`src/rtl/btn_pkg.sv`:
```
// Shared constants and types for the button conditioner: button indices,
// default timing constants and the auto-repeat state encoding.
package btn_pkg;

    localparam int NUM_BTN   = 7;
    localparam int NUM_PULSE = 5;
    localparam int NUM_LEVEL = 2;

    localparam int BTN_UP        = 0;
    localparam int BTN_DOWN      = 1;
    localparam int BTN_SLIDE     = 2;
    localparam int BTN_OK        = 3;
    localparam int BTN_PW_ENDSET = 4;
    localparam int BTN_PLACE     = 5;
    localparam int BTN_PW_SET    = 6;

    // Cycle counts at a 25.2 MHz clock: 10 ms, 500 ms, 100 ms.
    localparam int DEF_DB_CYCLES     = 252000;
    localparam int DEF_REPEAT_DELAY  = 12600000;
    localparam int DEF_REPEAT_PERIOD = 2520000;

    typedef enum logic [1:0] {
        R_IDLE  = 2'd0,
        R_DELAY = 2'd1,
        R_RPT   = 2'd2
    } rpt_state_e;

    function automatic int cnt_width(input int a, input int b, input int c);
        int m;
        m = (a > b) ? a : b;
        m = (m > c) ? m : c;
        return (m < 2) ? 1 : $clog2(m);
    endfunction

endpackage

```
`src/rtl/btn_conditioner_if.sv`:
```
// Button bundle between the board switches and the conditioner, plus the
// auto-repeat FSM states exported for debug visibility.
interface btn_conditioner_if;
    import btn_pkg::*;

    // No valid/ready here: btn_raw is free-running and asynchronous, btn_pulse
    // bits are single-cycle strobes and btn_level is a continuous level.
    logic [NUM_BTN-1:0]   btn_raw;
    logic [NUM_PULSE-1:0] btn_pulse;
    logic [NUM_LEVEL-1:0] btn_level;
    rpt_state_e           dbg_up_state;
    rpt_state_e           dbg_down_state;

    modport master (
        output btn_raw,
        input  btn_pulse,
        input  btn_level,
        input  dbg_up_state,
        input  dbg_down_state
    );

    modport slave (
        input  btn_raw,
        output btn_pulse,
        output btn_level,
        output dbg_up_state,
        output dbg_down_state
    );

endinterface

```
`src/rtl/btn_debounce.sv`:
```
// One-bit debouncer: 2-flop synchronizer, saturating stability counter and
// the accepted (stable) level.
module btn_debounce #(
    parameter int DB_CYCLES = btn_pkg::DEF_DB_CYCLES,
    parameter int CW        = 18
) (
    input  logic clk,
    input  logic rst,
    input  logic raw_i,
    output logic stable_o
);

    logic          meta_q;
    logic          sync_q;
    logic          stable_q;
    logic          stable_d;
    logic [CW-1:0] cnt_q;
    logic [CW-1:0] cnt_d;

    // The counter only runs while the synchronized input disagrees with the
    // accepted level; any agreement restarts the stability window.
    always_comb begin
        cnt_d    = cnt_q;
        stable_d = stable_q;
        if (sync_q == stable_q) begin
            cnt_d = '0;
        end else if (cnt_q >= CW'(DB_CYCLES - 1)) begin
            stable_d = ~stable_q;
            cnt_d    = '0;
        end else if (cnt_q != '1) begin
            cnt_d = cnt_q + CW'(1);
        end
    end

    always_ff @(posedge clk) begin
        if (rst) begin
            meta_q   <= 1'b0;
            sync_q   <= 1'b0;
            stable_q <= 1'b0;
            cnt_q    <= '0;
        end else begin
            meta_q   <= raw_i;
            sync_q   <= meta_q;
            stable_q <= stable_d;
            cnt_q    <= cnt_d;
        end
    end

    assign stable_o = stable_q;

endmodule

```
`src/rtl/btn_conditioner.sv`:
```
// Debounces seven board buttons, turns five into press strobes and passes two
// through as levels. Optional up/down auto-repeat under macro BTN_AUTOREPEAT_EN.
module btn_conditioner
    import btn_pkg::*;
#(
    parameter int DB_CYCLES     = DEF_DB_CYCLES,
    parameter int REPEAT_DELAY  = DEF_REPEAT_DELAY,
    parameter int REPEAT_PERIOD = DEF_REPEAT_PERIOD
) (
    input  logic             clk,
    input  logic             rst,
    btn_conditioner_if.slave bus
);

    localparam int CW = cnt_width(DB_CYCLES, REPEAT_DELAY, REPEAT_PERIOD);

    logic [NUM_BTN-1:0]   stable;
    logic [NUM_PULSE-1:0] stable_prev_q;
    logic [NUM_PULSE-1:0] rise;
    logic                 both_ud;
    logic [NUM_PULSE-1:2] hi_pulse_q;
    logic [1:0]           ud_pulse_q;
    logic [NUM_LEVEL-1:0] level_q;

    for (genvar i = 0; i < NUM_BTN; i++) begin : g_db
        btn_debounce #(
            .DB_CYCLES (DB_CYCLES),
            .CW        (CW)
        ) u_db (
            .clk      (clk),
            .rst      (rst),
            .raw_i    (bus.btn_raw[i]),
            .stable_o (stable[i])
        );
    end

    assign rise    = stable[NUM_PULSE-1:0] & ~stable_prev_q;
    assign both_ud = stable[BTN_UP] & stable[BTN_DOWN];

    // Levels are registered alongside the strobes so both share one latency.
    always_ff @(posedge clk) begin
        if (rst) begin
            stable_prev_q <= '0;
            hi_pulse_q    <= '0;
            level_q       <= '0;
        end else begin
            stable_prev_q <= stable[NUM_PULSE-1:0];
            hi_pulse_q    <= rise[NUM_PULSE-1:2];
            level_q       <= stable[BTN_PW_SET:BTN_PLACE];
        end
    end

`ifdef BTN_AUTOREPEAT_EN
    rpt_state_e    state_q [2];
    logic [CW-1:0] rcnt_q  [2];

    // Up and down share one block; a simultaneous hold of both cancels either.
    always_ff @(posedge clk) begin
        for (int i = 0; i < 2; i++) begin
            if (rst) begin
                state_q[i]    <= R_IDLE;
                rcnt_q[i]     <= '0;
                ud_pulse_q[i] <= 1'b0;
            end else begin
                ud_pulse_q[i] <= 1'b0;
                if (both_ud || !stable[i]) begin
                    state_q[i] <= R_IDLE;
                    rcnt_q[i]  <= '0;
                end else begin
                    case (state_q[i])
                        R_IDLE: begin
                            if (rise[i]) begin
                                ud_pulse_q[i] <= 1'b1;
                                state_q[i]    <= R_DELAY;
                                rcnt_q[i]     <= '0;
                            end
                        end
                        R_DELAY: begin
                            if (rcnt_q[i] >= CW'(REPEAT_DELAY - 1)) begin
                                ud_pulse_q[i] <= 1'b1;
                                state_q[i]    <= R_RPT;
                                rcnt_q[i]     <= '0;
                            end else if (rcnt_q[i] != '1) begin
                                rcnt_q[i] <= rcnt_q[i] + CW'(1);
                            end
                        end
                        R_RPT: begin
                            if (rcnt_q[i] >= CW'(REPEAT_PERIOD - 1)) begin
                                ud_pulse_q[i] <= 1'b1;
                                rcnt_q[i]     <= '0;
                            end else if (rcnt_q[i] != '1) begin
                                rcnt_q[i] <= rcnt_q[i] + CW'(1);
                            end
                        end
                        default: begin
                            state_q[i] <= R_IDLE;
                            rcnt_q[i]  <= '0;
                        end
                    endcase
                end
            end
        end
    end

    assign bus.dbg_up_state   = state_q[0];
    assign bus.dbg_down_state = state_q[1];
`else
    always_ff @(posedge clk) begin
        if (rst) begin
            ud_pulse_q <= '0;
        end else begin
            ud_pulse_q <= both_ud ? 2'b00 : rise[1:0];
        end
    end

    assign bus.dbg_up_state   = R_IDLE;
    assign bus.dbg_down_state = R_IDLE;
`endif

    assign bus.btn_pulse = {hi_pulse_q, ud_pulse_q};
    assign bus.btn_level = level_q;

endmodule

```
`src/flat_wrapper.sv`:
```
// flat-port wrapper written by rule: the top's interface ports become plain ports
module btn_conditioner_flat import btn_pkg::*;
#(
    parameter int DB_CYCLES     = DEF_DB_CYCLES,
    parameter int REPEAT_DELAY  = DEF_REPEAT_DELAY,
    parameter int REPEAT_PERIOD = DEF_REPEAT_PERIOD
)
  (clk, rst, bus_btn_raw, bus_btn_pulse, bus_btn_level, bus_dbg_up_state, bus_dbg_down_state);
  btn_conditioner_if bus_i ();
  input  logic clk;
  input  logic rst;
  input wire logic [$bits(bus_i.btn_raw)-1:0] bus_btn_raw;
  output wire logic [$bits(bus_i.btn_pulse)-1:0] bus_btn_pulse;
  output wire logic [$bits(bus_i.btn_level)-1:0] bus_btn_level;
  output wire logic [$bits(bus_i.dbg_up_state)-1:0] bus_dbg_up_state;
  output wire logic [$bits(bus_i.dbg_down_state)-1:0] bus_dbg_down_state;
  assign bus_i.btn_raw = bus_btn_raw;
  assign bus_btn_pulse = bus_i.btn_pulse;
  assign bus_btn_level = bus_i.btn_level;
  assign bus_dbg_up_state = bus_i.dbg_up_state;
  assign bus_dbg_down_state = bus_i.dbg_down_state;
  btn_conditioner #(.DB_CYCLES(DB_CYCLES), .REPEAT_DELAY(REPEAT_DELAY), .REPEAT_PERIOD(REPEAT_PERIOD)) u_core (.clk(clk), .rst(rst), .bus(bus_i));
endmodule
```
`config.mk`:
```
export PLATFORM = sky130hd
export DESIGN_NAME = btn_conditioner_flat
export DESIGN_NICKNAME = d
export VERILOG_FILES = /design/src/rtl/btn_pkg.sv /design/src/rtl/btn_conditioner_if.sv /design/src/rtl/btn_debounce.sv /design/src/rtl/btn_conditioner.sv /design/src/flat_wrapper.sv
export SDC_FILE = /design/constraint.sdc
export NUM_CORES = 1
export LEC_CHECK = 0
export CORE_AREA = 2 2 158 221
export DETAILED_ROUTE_END_ITERATION = 7
export DIE_AREA = 0 0 160 223
export GPL_TIMING_DRIVEN = 0
export HOLD_SLACK_MARGIN = 0.12
export SYNTH_ARGS = -nofsm -noshare
export SYNTH_HDL_FRONTEND = slang
export SYNTH_SLANG_ARGS = --single-unit
```
`constraint.sdc`:
```
create_clock -name clk -period 2.6 [get_ports clk]
set_input_delay 0.52 -clock clk [delete_from_list [all_inputs] [get_ports clk]]
set_output_delay 0.52 -clock clk [all_outputs]
set_load 0.005 [all_outputs]
```
After elaboration in Yosys (flattened, before gate mapping) --
Index checks and enable logic that the tools add are counted.
Operators by class: add/subtract/negate cells 7, equal/unequal tests 14, magnitude comparators 7, bitwise operators 17, reductions and logical operators 15
Operators with widths (number):
- $add A24 B1 Y24 const B | 7
- $ge A24 B18 Y1 const B | 7
- $ne A24 B24 Y1 const B | 7
- $reduce_or A3 Y1 | 7
- $not A1 Y1 | 14
- $reduce_and A2 Y1 | 7
- $eq A1 B1 Y1 | 7
- $and A5 B5 Y5 | 1
- $not A5 Y5 | 1
- $reduce_or A2 Y1 | 1
- $and A1 B1 Y1 | 1
Word-level totals: word-level logic and storage cells 92, output and inout port bits 11, register bits 201, input bits 9

Longest topological paths before layout --
word-level depth 3, depth in mapped cells 9, depth with buffers taken out 6

Cells and area by module --
A second synthesis with hierarchy kept.
Second synthesis, totals: cells, all modules 961, area total of the unflattened synthesis 8594.5 um^2
Modules (own cells, without submodules):
- btn_debounce | times used 7, cells an instance 133, sequential area each 540.5 um^2, area an instance 1168.6 um^2
- btn_conditioner | times used 1, cells an instance 30, sequential area each 240.2 um^2, area an instance 414.1 um^2

Worst setup path before layout --
OpenSTA, ideal clock, no wires.
kind reg2reg, from register u_core.g_db[1].u_db.cnt_q[0], to register u_core.g_db[1].u_db.cnt_q[17], arrival time 2.089 ns, library setup time 0.065 ns, buffers on the path 3, slack 0.447 ns, clock period less this slack 2.153 ns, data required time 2.535 ns, stages on the path, launching flop included 10, cells stage by stage dfxtp_1 -> ha_1 -> and4_1 -> clkbuf_1 -> o21ai_0 -> a21oi_1 -> or4_1 -> clkbuf_1 -> buf_2 -> nor2_1
Between the ends: word-level cells in the longest chain between the ends 2, elaborated cells on any way between the ends 4, classes of those cells 1 x add/sub; 1 x order compare; 1 x eq/ne; 1 x reduce/logical
RTL lines:
- from (decl) | RTL line btn_debounce.sv:17 | logic [CW-1:0] cnt_q;
- from (signal assigned) | RTL line btn_debounce.sv:45 | cnt_q <= cnt_d;
- $ge A24 B18 Y1 | RTL line btn_debounce.sv:27 | end else if (cnt_q >= CW'(DB_CYCLES - 1)) begin
- $reduce_or A3 Y1 (no source line)
Parallel ways exist; a longest one is shown, timed or not. A chain may end at the register's enable or synchronous reset.

Final worst setup path --
from register u_core.g_db[2].u_db.cnt_q[0], to register u_core.g_db[2].u_db.cnt_q[15]
Between the ends: word-level cells in the longest chain between the ends 2, elaborated cells on any way between the ends 4, classes of those cells 1 x add/sub; 1 x order compare; 1 x eq/ne; 1 x reduce/logical
RTL lines (RTL line):
- from (decl) | btn_debounce.sv:17
- from (signal assigned) | btn_debounce.sv:45
- $ge A24 B18 Y1 | btn_debounce.sv:27
- $reduce_or A3 Y1 (no source line)
Parallel ways exist; a longest one is shown, timed or not.

==> results by group <==
Pwr
  • Sw Share: between 10% and 20%
  • Clock power share: around 50%
  • Worst ir drop on vdd: about 0.55 mV
  • Reg power frac: roughly half
  • Net Switching: ~1.3 mW
  • Int Power: about 5.1 mW
  • Pwr per Cell Area: around 640 nW/um^2
  • Comb power frac: roughly 1.1%
  • P_leak: between 3 and 4 nW

Placement
  • I/O Buffers: 15
  • Dpl hpwl: 11.6 mm
  • GPL Wtd Cong: between 0.8 and 0.9
  • Placed Area: just over 9000 sq um

Critical path
  • Worst setup SP type: flop
  • WS Path Type: reg -> reg
  • CP max FO: 10
  • CP endpoint kind: flop
  • CP Data Arrival Time: between 2000 and 3000 ps
  • Required time of the critical path: 3020 ps

Drt
  • Via count: 6587
  • DRC: 0
  • Uppermost layer routed: met4
  • WL per Instance: 11.2 um
  • Metal2 WL: 8.15 mm
  • Final WL: approximately 16 mm
  • Initial DRC count: around 290
  • Via density: ~4.5
  • Post-route ant nets: 0
  • Routed wl met3: 578 um
  • Iteration count of the initial detailed-routing pass: 4
  • M1 wire length: roughly 7.3 mm

CTS
  • CTS tree: built
  • CTS-repair resized insts: 0
  • Clock sink total: around 200
  • CTS max path bufs: 3
  • Clock latency on the worst-skew pair: around 500 ps
  • Post-CTS setup repair buffer count: 0
  • Root Buffer: clkbuf_16
  • TritonCTS Buffers: 22
  • H-tree levels: 1
  • Clock-pin transition on the worst setup and hold timing paths: 60 ps
  • Hold_buf cts: 0

Final layout
  • Fill count: about 3.6k
  • Area delta synth->final: 19.8%
  • Diodes inserted: 0
  • Post-route cell area: ~10000 sq um
  • Util after Layout: between 20 and 30%
  • Final nets: a little over 1k
  • Layout cells sized above 1: 6.76%

STA
  • Final Cycle Share: approximately 92%
  • Rel. slew slack: around two fifths
  • Setup violators final: 0
  • Peak Freq: 419 MHz
  • Min cycle time layout: around 2400 ps
  • Slew Viols, Final: 0
  • Setup TNS: 0 ps
  • Clock skew: about 14 ps
  • Slew @ Worst Pin: just over 900 ps
  • Final-report hold violation count: 0

Die
  • Rows: 80
  • Die Y: about 220 um
  • Starting Density: between 20% and 30%
  • Die X-Extent: between 150 and 200 um
  • Ports: 20
  • Die area: around 36000 sq um
  • Core Region: between 30000 and 40000 sq um

Hold path
  • Worst Hold Class: reg -> reg

GRT
  • Tot GR Track Use: a little under a tenth
  • Grt ovf: 0
  • Global-route wire length before repair: ~29 mm
  • Initial antenna violation count: 0
  • Vias in the first global route: ~6.4k
  • Pin count of the biggest net entering global routing: 15

Logic synthesis
  • Synth area leaders: dfxtp_1 48%, xnor2_1 7.9%, nor2_1 5.5%, a21oi_1 3.4%, nand3_1 3.1%
  • Top_reg_cell synth: dfxtp_1
  • Synth Register Bits: 201
  • EDFF count, synth: 0
  • Dominant cell type by area after synthesis: dfxtp_1
  • Synth Cell Area: around 8300 sq um
  • Post-synth top area share: around half
  • Netlist cell types: 64
  • Count leader, synth: dfxtp_1
  • Average cell area after synthesis: about 9.0 sq um
  • Cells after Synth: approximately 900
  • YS warnings: 0
  • Post-synthesis sequential area ratio: between 40 and 50%
  • Synth top cells by count: 201 x dfxtp_1, 122 x nor2_1, 75 x xnor2_1
  • Async set-or-reset flop fraction in the synthesized netlist: 0%

Run
  • Max_cap viols: 0

Outcome
  • Status: finished, final reports clean
logic make-up (layout without fill, tap and decap cells):
| group | Yosys count | in the layout | share of synthesized area (%) |
|---|---|---|---|
| AOI/OAI and AO/OA | 151 | 151 | 12.1 |
| muxes | 7 | 7 | 0.858 |
| adders and majority gates | 7 | 7 | 1.05 |
| DFF | 201 | 201 | 48.4 |
| other | 1 | 46 | 0.0451 |
| and+or+nand+nor | 423 | 423 | 26.3 |
| xor gates and xnor gates | 79 | 79 | 8.33 |
| buffers and inverters | 52 | 106 | 2.86 |
per-layer routing:
metal,vias to the layer above,GRT usage (%)
li1,3441,-
met1,3035,10.8
met2,86,17.4
met3,25,1.25
met4,0,3.34
met5,-,0
cell usage in the layout, fill, tap and decap left out, types with 24 or more instances in the layout:
cell / n
nand4_1: 40
nor2_1: 122
a21oi_1: 56
dfxtp_1: 201
xnor2_1: 75
nand2_1: 53
nor3_1: 24
conb_1: 46
nand3_1: 52
power by group through the flow:
| stage | Clock, mW | Sequential (mW) | Combinational, mW |
|---|---|---|---|
| finish | 3.18 | 3.16 | 0.0720 |
| global route | 3.42 | 3.16 | 0.0830 |
| CTS | 3.30 | 3.16 | 0.0717 |
| detailed placement | 0 | 3.22 | 0.0713 |
| global placement | 0 | 3.22 | 0.0701 |
| floorplan | 0 | 3.22 | 0.0441 |
state kept, by name (all words and copies together), names as in the netlist:
signal and count:
u_core.hi_pulse_q 3, u_core.g_db.u_db.meta_q 7, u_core.g_db.u_db.stable_o 7, u_core.ud_pulse_q 2, u_core.bus.btn_level 2, u_core.g_db.u_db.cnt_q 168
u_core.g_db.u_db.sync_q 7, u_core.stable_prev_q 5
cell type report:
class,instances,area [sq um],share of cell area (%)
plain buffers,31,160,1.61
repair buffers,15,150,1.51
flip-flops and latches,201,4020,40.4
clock buffers,30,622,6.25
inverters,20,75.1,0.754
clock inverters,10,131,1.32
well taps,451,564,5.67
multi-input cells,713,4230,42.5
final timing paths:
path,startpoint,endpoint,slack (ps),depth (start not counted)
worst min-delay path,u_core.stable_prev_q[2]$_SDFF_PP0_,u_core.hi_pulse_q[2]$_SDFF_PP0_,380,1
worst max-delay path,u_core.g_db[2].u_db.cnt_q[0]$_SDFFE_PP0P_,u_core.g_db[2].u_db.cnt_q[15]$_SDFFE_PP0P_,210,7
worst min register to register,u_core.stable_prev_q[2]$_SDFF_PP0_,u_core.hi_pulse_q[2]$_SDFF_PP0_,380,1
worst max register to register,u_core.g_db[2].u_db.cnt_q[0]$_SDFFE_PP0P_,u_core.g_db[2].u_db.cnt_q[15]$_SDFFE_PP0P_,210,7
worst max-delay path, cell delays in order, from the launching register on:
cell and delay [ps]:
dfxtp_1 340, ha_1 240, nand4_1 180, o2111ai_1 140, a2111oi_1 650, nand2_2 290
clkbuf_1 320, a21oi_1 170
per-stage QoR:
step | std cells | worst slack, ps | hold WS (ps) | power (mW)
2_1_floorplan | 966 | 447 | 367 | 3.26
3_3_place_gp | 1432 | -136 | 373 | 3.29
3_5_place_dp | 1432 | -167 | 373 | 3.30
4_1_cts | 1472 | 103 | 382 | 6.53
5_1_grt | 1471 | -11.7 | 390 | 6.66
6_report | 1471 | 212 | 381 | 6.41
No activity file was read; power rests on OpenSTA's default activity.
